`src/rtl/tone_seq_pkg.sv`:
```
// Shared definitions for the tone sequencer: FSM state encoding and timing constants.
// No ports (package). GAP_TICKS applies only when TONE_SEQ_GAP_EN is defined.
// REST_HALF is the half-period value that marks a silent (rest) step.
package tone_seq_pkg;

  typedef enum logic [1:0] {
    ST_IDLE = 2'd0,
    ST_NOTE = 2'd1,
    ST_GAP  = 2'd2
  } seq_state_e;

  // Silent ticks inserted after every note when the gap feature is built in.
  localparam int GAP_TICKS = 2;

  // A half-period of zero means "rest": the buzzer stays low for the note.
  localparam int REST_HALF = 0;

endpackage

```
`src/rtl/tone_gen.sv`:
```
// Square-wave generator: toggles sq every `half` clk cycles, giving period 2*half.
// Ports: clk/rst (async active-high), en (run), half (half-period, 0 = rest),
//        clear (restart phase, forces sq low next cycle), sq (registered output).
module tone_gen
  import tone_seq_pkg::*;
#(
  parameter int PER_W = 16
) (
  input  logic             clk,
  input  logic             rst,
  input  logic             en,
  input  logic [PER_W-1:0] half,
  input  logic             clear,
  output logic             sq
);

  logic [PER_W-1:0] cnt_q;
  logic             sq_q;

  always_ff @(posedge clk or posedge rst) begin
    if (rst) begin
      cnt_q <= '0;
      sq_q  <= 1'b0;
    end else if (clear || !en || (half == PER_W'(REST_HALF))) begin
      // Holding the counter at zero with sq low means the first cycle of
      // every note starts low and a full half-period elapses before the rise.
      cnt_q <= '0;
      sq_q  <= 1'b0;
    end else if (cnt_q == (half - 1'b1)) begin
      cnt_q <= '0;
      sq_q  <= ~sq_q;
    end else begin
      cnt_q <= cnt_q + 1'b1;
    end
  end

  assign sq = sq_q;

endmodule

```
`src/rtl/tone_sequencer.sv`:
```
// Pattern-table tone sequencer: plays steps 0..last_step, each a {half, dur} note,
// with optional looping; ticks are TICK_DIV clk cycles. Optional feature macro:
// TONE_SEQ_GAP_EN (adds a silent GAP of GAP_TICKS ticks after every note).
// Ports: clk, rst (async active-high); start/stop/loop/last_step control;
//        wr_en/wr_addr/wr_half/wr_dur table write; buzzer/busy/step/done outputs.
module tone_sequencer
  import tone_seq_pkg::*;
#(
  parameter int  TICK_DIV = 1000,
  parameter int  STEPS    = 16,
  parameter int  PER_W    = 16,
  parameter int  DUR_W    = 12,
  localparam int AW       = $clog2(STEPS)
) (
  input  logic             clk,
  input  logic             rst,
  input  logic             start,
  input  logic             stop,
  input  logic             loop,
  input  logic [AW-1:0]    last_step,
  input  logic             wr_en,
  input  logic [AW-1:0]    wr_addr,
  input  logic [PER_W-1:0] wr_half,
  input  logic [DUR_W-1:0] wr_dur,
  output logic             buzzer,
  output logic             busy,
  output logic [AW-1:0]    step,
  output logic             done
);

  localparam int TW = (TICK_DIV > 1) ? $clog2(TICK_DIV) : 1;

  // Pattern table
  logic [PER_W-1:0] tbl_half_q [STEPS];
  logic [DUR_W-1:0] tbl_dur_q  [STEPS];

  // Sequencer state
  seq_state_e       state_q;
  logic             busy_q;
  logic             done_q;
  logic [AW-1:0]    step_q;
  logic [AW-1:0]    last_q;
  logic [PER_W-1:0] half_q;
  logic [DUR_W-1:0] dur_q;
  logic [TW-1:0]    tick_cnt_q;
  logic [DUR_W-1:0] tick_num_q;

  logic             tick;
  logic [DUR_W-1:0] dur_last;
  logic             note_end;
  logic             seg_end;
  logic             at_last;
  logic [AW-1:0]    nxt_step_d;
  logic             tone_clr;
  logic             tone_en;
  logic             tone_sq;

  always_ff @(posedge clk or posedge rst) begin
    if (rst) begin
      for (int i = 0; i < STEPS; i++) begin
        tbl_half_q[i] <= '0;
        tbl_dur_q[i]  <= '0;
      end
    end else if (wr_en) begin
      tbl_half_q[wr_addr] <= wr_half;
      tbl_dur_q[wr_addr]  <= wr_dur;
    end
  end

  assign tick     = (tick_cnt_q == TW'(TICK_DIV - 1));
  // A zero duration plays as a single tick.
  assign dur_last = (dur_q == '0) ? '0 : (dur_q - 1'b1);
  assign note_end = (state_q == ST_NOTE) && tick && (tick_num_q == dur_last);

`ifdef TONE_SEQ_GAP_EN
  // The step boundary moves to the end of the trailing silence.
  assign seg_end = (state_q == ST_GAP) && tick && (tick_num_q == DUR_W'(GAP_TICKS - 1));
`else
  assign seg_end = note_end;
`endif

  assign at_last    = (step_q == last_q);
  assign nxt_step_d = at_last ? '0 : (step_q + 1'b1);
  assign tone_clr   = stop || note_end;
  assign tone_en    = (state_q == ST_NOTE);

  always_ff @(posedge clk or posedge rst) begin
    if (rst) begin
      state_q    <= ST_IDLE;
      busy_q     <= 1'b0;
      done_q     <= 1'b0;
      step_q     <= '0;
      last_q     <= '0;
      half_q     <= '0;
      dur_q      <= '0;
      tick_cnt_q <= '0;
      tick_num_q <= '0;
    end else begin
      done_q     <= 1'b0;
      tick_cnt_q <= tick ? '0 : (tick_cnt_q + 1'b1);
      if (tick) begin
        tick_num_q <= tick_num_q + 1'b1;
      end

      if (stop) begin
        state_q    <= ST_IDLE;
        busy_q     <= 1'b0;
        step_q     <= '0;
        tick_cnt_q <= '0;
        tick_num_q <= '0;
      end else if (state_q == ST_IDLE) begin
        tick_cnt_q <= '0;
        tick_num_q <= '0;
        if (start) begin
          state_q <= ST_NOTE;
          busy_q  <= 1'b1;
          step_q  <= '0;
          last_q  <= last_step;
          half_q  <= tbl_half_q[0];
          dur_q   <= tbl_dur_q[0];
        end
      end else if (seg_end) begin
        tick_cnt_q <= '0;
        tick_num_q <= '0;
        if (!at_last || loop) begin
          // Entry is captured here so later table writes cannot disturb it.
          state_q <= ST_NOTE;
          step_q  <= nxt_step_d;
          half_q  <= tbl_half_q[nxt_step_d];
          dur_q   <= tbl_dur_q[nxt_step_d];
        end else begin
          state_q <= ST_IDLE;
          busy_q  <= 1'b0;
          done_q  <= 1'b1;
          step_q  <= '0;
        end
      end
`ifdef TONE_SEQ_GAP_EN
      else if (note_end) begin
        state_q    <= ST_GAP;
        tick_cnt_q <= '0;
        tick_num_q <= '0;
      end
`endif
    end
  end

  tone_gen #(
    .PER_W (PER_W)
  ) u_tone_gen (
    .clk   (clk),
    .rst   (rst),
    .en    (tone_en),
    .half  (half_q),
    .clear (tone_clr),
    .sq    (tone_sq)
  );

  assign buzzer = tone_sq;
  assign busy   = busy_q;
  assign step   = step_q;
  assign done   = done_q;

endmodule

```
`config.mk`:
```
export PLATFORM = sky130hd
export DESIGN_NAME = tone_sequencer
export DESIGN_NICKNAME = d
export VERILOG_FILES = /design/src/rtl/tone_seq_pkg.sv /design/src/rtl/tone_gen.sv /design/src/rtl/tone_sequencer.sv
export SDC_FILE = /design/constraint.sdc
export NUM_CORES = 1
export LEC_CHECK = 0
export ABC_AREA = 1
export ABC_CLOCK_PERIOD_IN_PS = 52100
export BUFFER_PORTS_ARGS = -buffer_cell sky130_fd_sc_hd__buf_4
export CORE_UTILIZATION = 68
export CTS_BUF_LIST = sky130_fd_sc_hd__clkbuf_16
export DETAILED_ROUTE_END_ITERATION = 12
export PLACE_DENSITY_LB_ADDON = 0.2
export SYNTH_ARGS = -nofsm -noshare
export SYNTH_HDL_FRONTEND = slang
export SYNTH_SLANG_ARGS = --single-unit
```
`constraint.sdc`:
```
create_clock -name clk -period 52.1 [get_ports clk]
set_input_delay 10.42 -clock clk [delete_from_list [all_inputs] [get_ports clk]]
set_output_delay 10.42 -clock clk [all_outputs]
set_load 0.02 [all_outputs]
```
-- Word-level counts from Yosys, hierarchy flattened
Cells that the tools add are included.
- $add $sub $neg: 6
- magnitude comparators: 3
- equal/unequal tests: 8
- multiplexer cells: 53
- bitwise operators: 4
- reductions and logical operators: 21
- operators by type and width (operator ; number):
    bitwise mux 256 bit ; 1
    bitwise mux 192 bit ; 1
    two-way mux 12 bit ; 12
    two-way mux 16 bit ; 9
    binary-select mux 16 bit (select 4 bit) ; 1
    demux 16 bit (select 4 bit) ; 1
    binary-select mux 12 bit (select 4 bit) ; 1
    demux 12 bit (select 4 bit) ; 1
    two-way mux 10 bit ; 4
    two-way mux 4 bit ; 6
    adder 16 x 1 -> 16 bit (second input constant) ; 1
    == test 16 bit ; 1
    zero test 16 bit ; 1
    subtractor 16 x 1 -> 16 bit (second input constant) ; 1
    adder 12 x 1 -> 12 bit (second input constant) ; 1
    == test 12 bit ; 1
    zero test 12 bit ; 1
    two-way mux 1 bit ; 12
    subtractor 12 x 1 -> 12 bit (second input constant) ; 1
    adder 10 x 1 -> 10 bit (second input constant) ; 1
    == test 10 bit (second input constant) ; 1
    greater-or-equal comparator 5 bit (second input constant) ; 2
    inverter 4 -> 5 bit ; 2
    two-way mux 2 bit ; 4
    17 further kinds ; 28
- register bits: 527
- input bits: 42
- output and inout bits: 7

-- Longest topological paths before layout
Gate-level depths: netlist of run 1.
- depth after elaboration: 9
- gate-level depth with buffers: 19
- depth with buffers taken out: 18

-- Hierarchy
From an unflattened synthesis of run 1, not the netlist that was laid out.
- cells, all modules: 3631
- area, all modules: 27223.6 um^2
- by module, submodules not included (module ; instances ; cells each ; area an instance (um^2) ; seq. area each (um^2)):
    tone_sequencer ; 1 ; 3364 ; 25572.0 ; 12737.2
    tone_gen ; 1 ; 267 ; 1651.6 ; 425.4

-- Worst setup path after synthesis of run 1
No wires, ideal clock.
- kind: input to register
- start: input port wr_addr[0]
- end: register tbl_dur_q[24] (netlist bit)
- setup time: 0.083 ns
- arrival time: 11.454 ns
- data required time: 52.017 ns
- path slack: 40.563 ns
- cell stages on the path: 6
- buffers on the path: 2
- path through: inv_1 nor4_1 clkbuf_1 clkbuf_1 nand2_1 o21ai_0
- cells in the longest elaborated chain, start to end: 6
- elaborated cells on any way between the ends: 7
- classes of those cells: order compare: 2; mux: 3; bitwise: 1; reduce/logical: 1
- RTL lines (item ; line ; text):
    start, declared ; tone_sequencer.sv:22 ; input logic [AW-1:0] wr_addr,
    inverter 4 -> 5 bit (implied by the code) * ; tone_sequencer.sv:66 ; tbl_dur_q[wr_addr] <= wr_dur;
    greater-or-equal comparator 5 bit (implied by the code) / less-than comparator 5 x 1 -> 1 bit (equally long branches) ; tone_sequencer.sv:66 ;
    logical AND 1 bit (implied by the code) ; tone_sequencer.sv:66 ;
    two-way mux 12 bit (implied by the code) ; tone_sequencer.sv:66 ;
    demux 12 bit (select 4 bit) * ; tone_sequencer.sv:66 ;
    bitwise mux 192 bit * ; tone_sequencer.sv:66 ;
    end signal, assigned by index ; tone_sequencer.sv:66 ;
    end, declared ; tone_sequencer.sv:35 ; logic [DUR_W-1:0] tbl_dur_q [STEPS];
Every way passes the cells marked *; elsewhere a longest branch is shown, timed or not.
A chain may end at the register's enable or synchronous reset.

==> results of run 1 <==
cell families (layout without fill, tap and decap cells):
kind of cell             after synthesis  count (layout)
AO/OA/AOI/OAI                        472             472
buffers and inverters                609             537
AND/OR/NAND/NOR                     1844            1844
multiplexers                           4               4
XOR/XNOR                              44              44
flip-flops                           526             526
adder cells (fa/ha/maj)                6               6
worst max-delay path: cells and delay by family:
| kind | cells | cell delay [ps] |
|---|---|---|
| buffers and inverters | 4 | 2190 |
path summary, 6_finish.rpt:
check	startpoint	endpoint	cells past startpoint	slack [ps]
worst max-delay path	rst	tbl_dur_q[169]$_DFFE_PP0P_	4	39940
worst min-delay path	tbl_half_q[235]$_DFFE_PP0P_	tbl_half_q[235]$_DFFE_PP0P_	2	480
worst max register to register	step[0]$_DFFE_PP0P_	dur_q[1]$_DFFE_PP0P_	13	47580
worst min register to register	tbl_half_q[235]$_DFFE_PP0P_	tbl_half_q[235]$_DFFE_PP0P_	2	480
max in group clk	stop	half_q[10]$_DFFE_PP0P_	9	39970
min in group asynchronous	rst	tbl_dur_q[45]$_DFFE_PP0P_	2	10070
synthesized netlist by cell type (all sizes together):
cell type     n  area share
nor4          5      0.0012
a31oi         2     0.00047
buf          56       0.010
ha            6      0.0028
nand2      1055        0.15
xor2         36       0.012
nor2        110       0.018
nand3b      134       0.038
xnor2         8      0.0026
nor3b         2     0.00056
o211ai        1     0.00028
dfrtp       526        0.49
a21oi         5     0.00094
clkbuf      194       0.027
or2           6      0.0014
o21ai       464       0.087
nor3         17      0.0032
and2          2     0.00047
nand4        40      0.0094
inv         359       0.051
mux2          4      0.0017
nand3       473       0.089
state kept, by name, indices dropped and copies added (netlist names):
register and flops:
done 1, u_tone_gen.sq 1, half_q 16, u_tone_gen.cnt_q 16, tbl_dur_q 192, busy 1
dur_q 12, last_q 4, step 4, tick_cnt_q 10, tick_num_q 12, state_q 1
tbl_half_q 256
metal layers:
layer	GRT usage	vias up
li1	-	11000
met1	0.543	11400
met2	0.599	1449
met3	0.0722	253
met4	0.186	0
met5	0	-
cell type report:
type	instances	area (µm²)
Inverter	359	1360
Clock buffer	55	1380
Multi-Input combinational cell	2370	11200
Sequential cell	526	13200
Tap cell	518	648
Timing Repair Buffer	83	648
Clock inverter	40	287
Fill cell	2911	9950
per-stage QoR:
step | cells | area (µm²) | power, mW | hold slack [ps] | utilization
finish | 3951 | 28700 | 1.55 | 479 | 0.743
detailed placement | 3856 | 27000 | 1.16 | 464 | 0.700
global placement | 3856 | 27000 | 1.14 | 457 | 0.700
CTS | 3951 | 28700 | 1.54 | 479 | 0.743
floorplan | 3505 | 26600 | 1.01 | 444 | -
global route | 3951 | 28700 | 1.65 | 497 | 0.743
power groups by stage:
| stage | clock network (mW) | logic, mW | registers [mW] |
|---|---|---|---|
| finish | 0.371 | 0.631 | 0.547 |
| global route | 0.389 | 0.705 | 0.556 |
| CTS | 0.373 | 0.619 | 0.545 |
| detailed placement | 0 | 0.610 | 0.551 |
| global placement | 0 | 0.594 | 0.547 |
| floorplan | 0 | 0.470 | 0.538 |
==> flow_summary_export.csv, run 1 <==
group,metric,value,unit
route,highest_layer,"met4",
route,vias_per_cell,6.10,
final_layout,final_cell_mix,"1,040 x nand2_1, 526 x dfrtp_1, 465 x nand3_1",
synth,synthAdderAreaFrac,0.00282,
final_layout,diodes,0,
sta,drv_slew,0,
route,wl_met1,29900,µm
final_layout,drive_gt1_frac,0.0623,
power_and_ir_drop,switchingPower,0.638,mW
cts,cts_tree,"built",
flow_run,drv_cap,0,
route,finalWirelength,75700,µm
synth,synth_xor_area_frac,0.0145,
setup_path,path_max_fanout,172,
synth,synth_top_family_by_area,"simple AND/OR/NAND/NOR gates",
place,place.gp.congestion,0.856,
sta,fin_crit_sh,0.233,
power_and_ir_drop,p_leak,14.2,nW
grt,grt_pass1_vias,23000,
power_and_ir_drop,power.internal,0.910,mW
cts,htreeDepth,2,
grt,antenna_found_initial,0,
synth,synthMuxAreaShare,0.00169,
final_layout,area_delta_synth_final,7.75,%
route,drcViolationCount,0,
power_and_ir_drop,swShare,0.412,
cts,post_cts_buffers,0,
synth,netlist_area,26600,µm²
floorplan,start_util,0.689,
place,place_worst_setup_slack,39140,ps
sta,clock.fmax,82.2,MHz
sta,fin_setup_tns,0,ps
final_layout,num-nets-final,3441,
cts,cts.path.max_buffers,3,
sta,hold_viol_final,0,
cts,cts_made_buffers,53,
sta,slew_headroom,0.283,
grt,grt-ovfl-total,0,
setup_path,crit_chain,"buf_4 -> inv_8 -> buf_12 -> buf_12",
synth,synth-simple-area-share,0.310,
floorplan,die_x,200,µm
route,post_drt_wl_per_cell,19.2,µm
grt,grt_max_degree,173,
synth,synth-seq-cells,526,
sta,worst_pin_slew,1080,ps
route,vias,24100,
route,ant_nets,0,
synth,syn_avg_cell_area,7.60,µm²
setup_path,critPathCaptureType,"asynchronous set/reset pin",
power_and_ir_drop,p_seq_frac,0.353,
floorplan,die_h,200,µm
route,wl_met2,33400,µm
place,port_buffers,48,
synth,synth-compound-area-share,0.0889,
synth,yosysSeqAreaShare,0.494,
sta,grt_setup_unrepaired,"false",
place,post-dp-hpwl,42300,µm
setup_path,cp_slowest_stage_delay,740,ps
route,drtPass1Iterations,6,
setup_path,crit_path_frequent_cell,"buf_12",
setup_path,cp.required,52710,ps
grt,track_usage,0.391,
cts,ctsResizeCount,0,
cts,clk_latency,600,ps
outcome,outcome,"complete, no violations",
sta,fin_ws,39940,ps
setup_path,cp_slowest_cell,"buf_12",
power_and_ir_drop,vdd_drop_max,0.0361,mV
synth,syn_nets,3553,
synth,syn_inst,3505,
route,wl_met3,8830,µm
floorplan,core_area,38600,µm²
power_and_ir_drop,p_clk_frac,0.239,
final_layout,final_common_cell,"nand2_1",
setup_path,worstSetupStartpointType,"input pin",
floorplan,die_area,40000,µm²
power_and_ir_drop,powerDensity,53.9,nW/µm²
route,drt-initial-drc-count,2981,
cts,clockRootBuffer,"clkbuf_16",
worst_hold_path,hold_class,"flip-flop to flip-flop",
cts,clkSlewWorstSetupHoldPaths,60,ps
setup_path,cp.arrival,12770,ps
cts,hold_buffers,0,
floorplan,rows,72,
sta,fin_crit,12160,ps
power_and_ir_drop,combPwrFrac,0.407,
setup_path,critPathKind,"input pin to asynchronous set/reset pin",
synth,yosysWarningCount,0,
sta,setup_violations,0,
sta,clock_skew,9.29,ps
floorplan,ioPinCount,49,
cts,clock_sinks,526,
grt,grt_pass1_wl,121000,µm
synth,synth.distinct_cells,31,
(Power assumes the default switching activity.)
==> run 2, diff against run 1 <==
Settings changed: ABC_CLOCK_PERIOD_IN_PS 52100 to 11330, CORE_UTILIZATION 68 to 63.
Clock period 52.1 ns to 11.33 ns, I/O delays scaled along.
==> flow_summary_export.csv, run 2 (same netlist as run 1, synthesis figures left out) <==
group,metric,value,unit
outcome,outcome,"complete, no violations",
worst_hold_path,hold_class,"flip-flop to flip-flop",
grt,track_usage,0.354,
grt,antenna_found_initial,1,
final_layout,design_area,28700,µm²
sta,hold_viol_final,0,
floorplan,start_util,0.645,
sta,grt_setup_unrepaired,"false",
cts,htreeDepth,2,
place,place_area,27000,µm²
setup_path,crit_path_frequent_cell,"nand3_1",
sta,drv_slew,0,
place,port_buffers,48,
route,ant_nets,0,
setup_path,cp.required,11860,ps
grt,grt_pass1_vias,22900,
floorplan,die_x,208,µm
cts,cts_tree,"built",
final_layout,n_fill_cell,3273,
cts,clock_sinks,526,
grt,grt_max_degree,226,
grt,grtUsageMet2,0.538,
setup_path,cp_slowest_stage_delay,840,ps
setup_path,cp.arrival,4610,ps
setup_path,crit_chain,"xor2_1 -> nor2_1 -> nand2_4 -> nand2_4 -> inv_4 -> buf_4 -> nand3_1 -> nand3_1 -> nand3_1 -> nand3_1 -> nand4_1 -> nand2_1",
power_and_ir_drop,vdd_drop_max,0.451,mV
route,vias_per_cell,5.99,
final_layout,area_delta_synth_final,7.75,%
grt,grtUsageMet1,0.491,
setup_path,cp.buffers_inverters,2,
cts,cts_made_buffers,54,
cts,ctsResizeCount,0,
route,post_drt_wl_per_cell,18.9,µm
sta,slew_headroom,0.188,
sta,clock.fmax,245,MHz
sta,worst_pin_slew,1220,ps
grt,grt_pass1_wl,122000,µm
setup_path,critPathCaptureType,"flip-flop",
floorplan,die_h,208,µm
setup_path,cp_slowest_cell,"buf_4",
floorplan,ioPinCount,49,
setup_path,worstSetupStartpointType,"flip-flop",
final_layout,largest_reg_flops,256,
final_layout,final_cell_mix,"1,040 x nand2_1, 526 x dfrtp_1, 465 x nand3_1",
cts,clockRootBuffer,"clkbuf_16",
final_layout,largest-register,"tbl_half_q",
grt,grt-ovfl-total,0,
route,drtPass1Iterations,7,
place,post-dp-hpwl,41900,µm
final_layout,num-nets-final,3443,
floorplan,die_area,43100,µm²
route,drcViolationCount,0,
setup_path,path_max_fanout,66,
cts,clkSlewWorstSetupHoldPaths,60,ps
grt,grt.busiest_layer,"met2",
sta,fin_crit,4080,ps
final_layout,reg_top3,"tbl_half_q: 256 flops, tbl_dur_q: 192 flops",
flow_run,drv_cap,0,
cts,hold_buffers,0,
final_layout,diodes,0,
setup_path,critPathKind,"flip-flop to flip-flop",
setup_path,critPathTopFamily,"simple AND/OR/NAND/NOR gates",
route,drt-initial-drc-count,2760,
route,finalWirelength,75000,µm
power_and_ir_drop,p_leak,14.2,nW
cts,post_cts_buffers,0,
floorplan,core_area,41300,µm²
place,place.gp.congestion,0.872,
cts,clk_latency,620,ps
route,vias,23800,
floorplan,rows,74,
power_and_ir_drop,powerDensity,248,nW/µm²
sta,fin_setup_tns,0,ps
sta,fin_crit_sh,0.360,
sta,setup_violations,0,
cts,cts.path.max_buffers,3,
final_layout,final_common_cell,"nand2_1",
grt,use_met3,0.0708,
sta,clock_skew,32.6,ps
final_layout,drive_gt1_frac,0.0603,
## run 2: cell types whose count changed in the layout (fill, tap and decap cells not counted)
cell and delta:
clkinv_2 -7, buf_12 -1, inv_8 -1, buf_4 +2, inv_6 -1, clkinvlp_4 +1
clkinv_1 +9
## run 2: layer usage
| layer | share of wire | vias up | routed length, µm |
|---|---|---|---|
| met5 | 0.00017 | - | 13 |
| met4 | 0.042 | 2 | 3170 |
| met3 | 0.10 | 190 | 7840 |
| met2 | 0.44 | 1230 | 33200 |
| met1 | 0.41 | 11400 | 30800 |
| li1 | - | 11000 | - |
## run 2: power by group
group	switching [mW]	total, mW	internal, mW
sequential	0.241	2.51	2.27
combinational	1.93	2.90	0.962
clock	0.743	1.70	0.961
total	2.92	7.11	4.20
## run 2: area by class of cell
type | instances | area, µm² | share of cell area
flip-flops and latches | 526 | 13200 | 0.459
multi-input cells | 2370 | 11200 | 0.391
clock buffers | 55 | 1380 | 0.0480
inverters | 359 | 1360 | 0.0473
well taps | 532 | 666 | 0.0232
repair buffers | 84 | 643 | 0.0224
clock inverters | 41 | 277 | 0.00964
## run 2: path summary, 6_finish.rpt
| check | slack, ps | cells after the start | startpoint | end |
|---|---|---|---|---|
| max in group asynchronous | 7710 | 4 | rst | tbl_half_q[174]$_DFFE_PP0P_ |
| max | 7250 | 12 | step[0]$_DFFE_PP0P_ | half_q[1]$_DFFE_PP0P_ |
| min | 480 | 2 | tbl_half_q[228]$_DFFE_PP0P_ | tbl_half_q[228]$_DFFE_PP0P_ |
| max reg2reg | 7250 | 12 | step[0]$_DFFE_PP0P_ | half_q[1]$_DFFE_PP0P_ |
| min in group asynchronous | 1970 | 3 | rst | tbl_dur_q[128]$_DFFE_PP0P_ |
| min reg2reg | 480 | 2 | tbl_half_q[228]$_DFFE_PP0P_ | tbl_half_q[228]$_DFFE_PP0P_ |
## run 2: per-stage QoR
step	power [mW]	hold slack (ps)	cells	setup slack, ps	util
after global placement	5.25	456	3871	7040	0.655
after floorplan	4.64	444	3505	1920	-
after CTS	7.06	479	3967	7340	0.695
after global routing	7.57	491	3967	6970	0.695
after detailed placement	5.34	464	3871	6980	0.655
final	7.11	478	3967	7250	0.695
## run 2: worst reg2reg max path: stages (launching register included)
cell	delay, ps
dfrtp_1	500
xor2_1	180
nor2_1	80
nand2_4	210
nand2_4	470
inv_4	700
buf_4	840
nand3_1	240
nand3_1	140
nand3_1	120
nand3_1	140
nand4_1	240
nand2_1	160
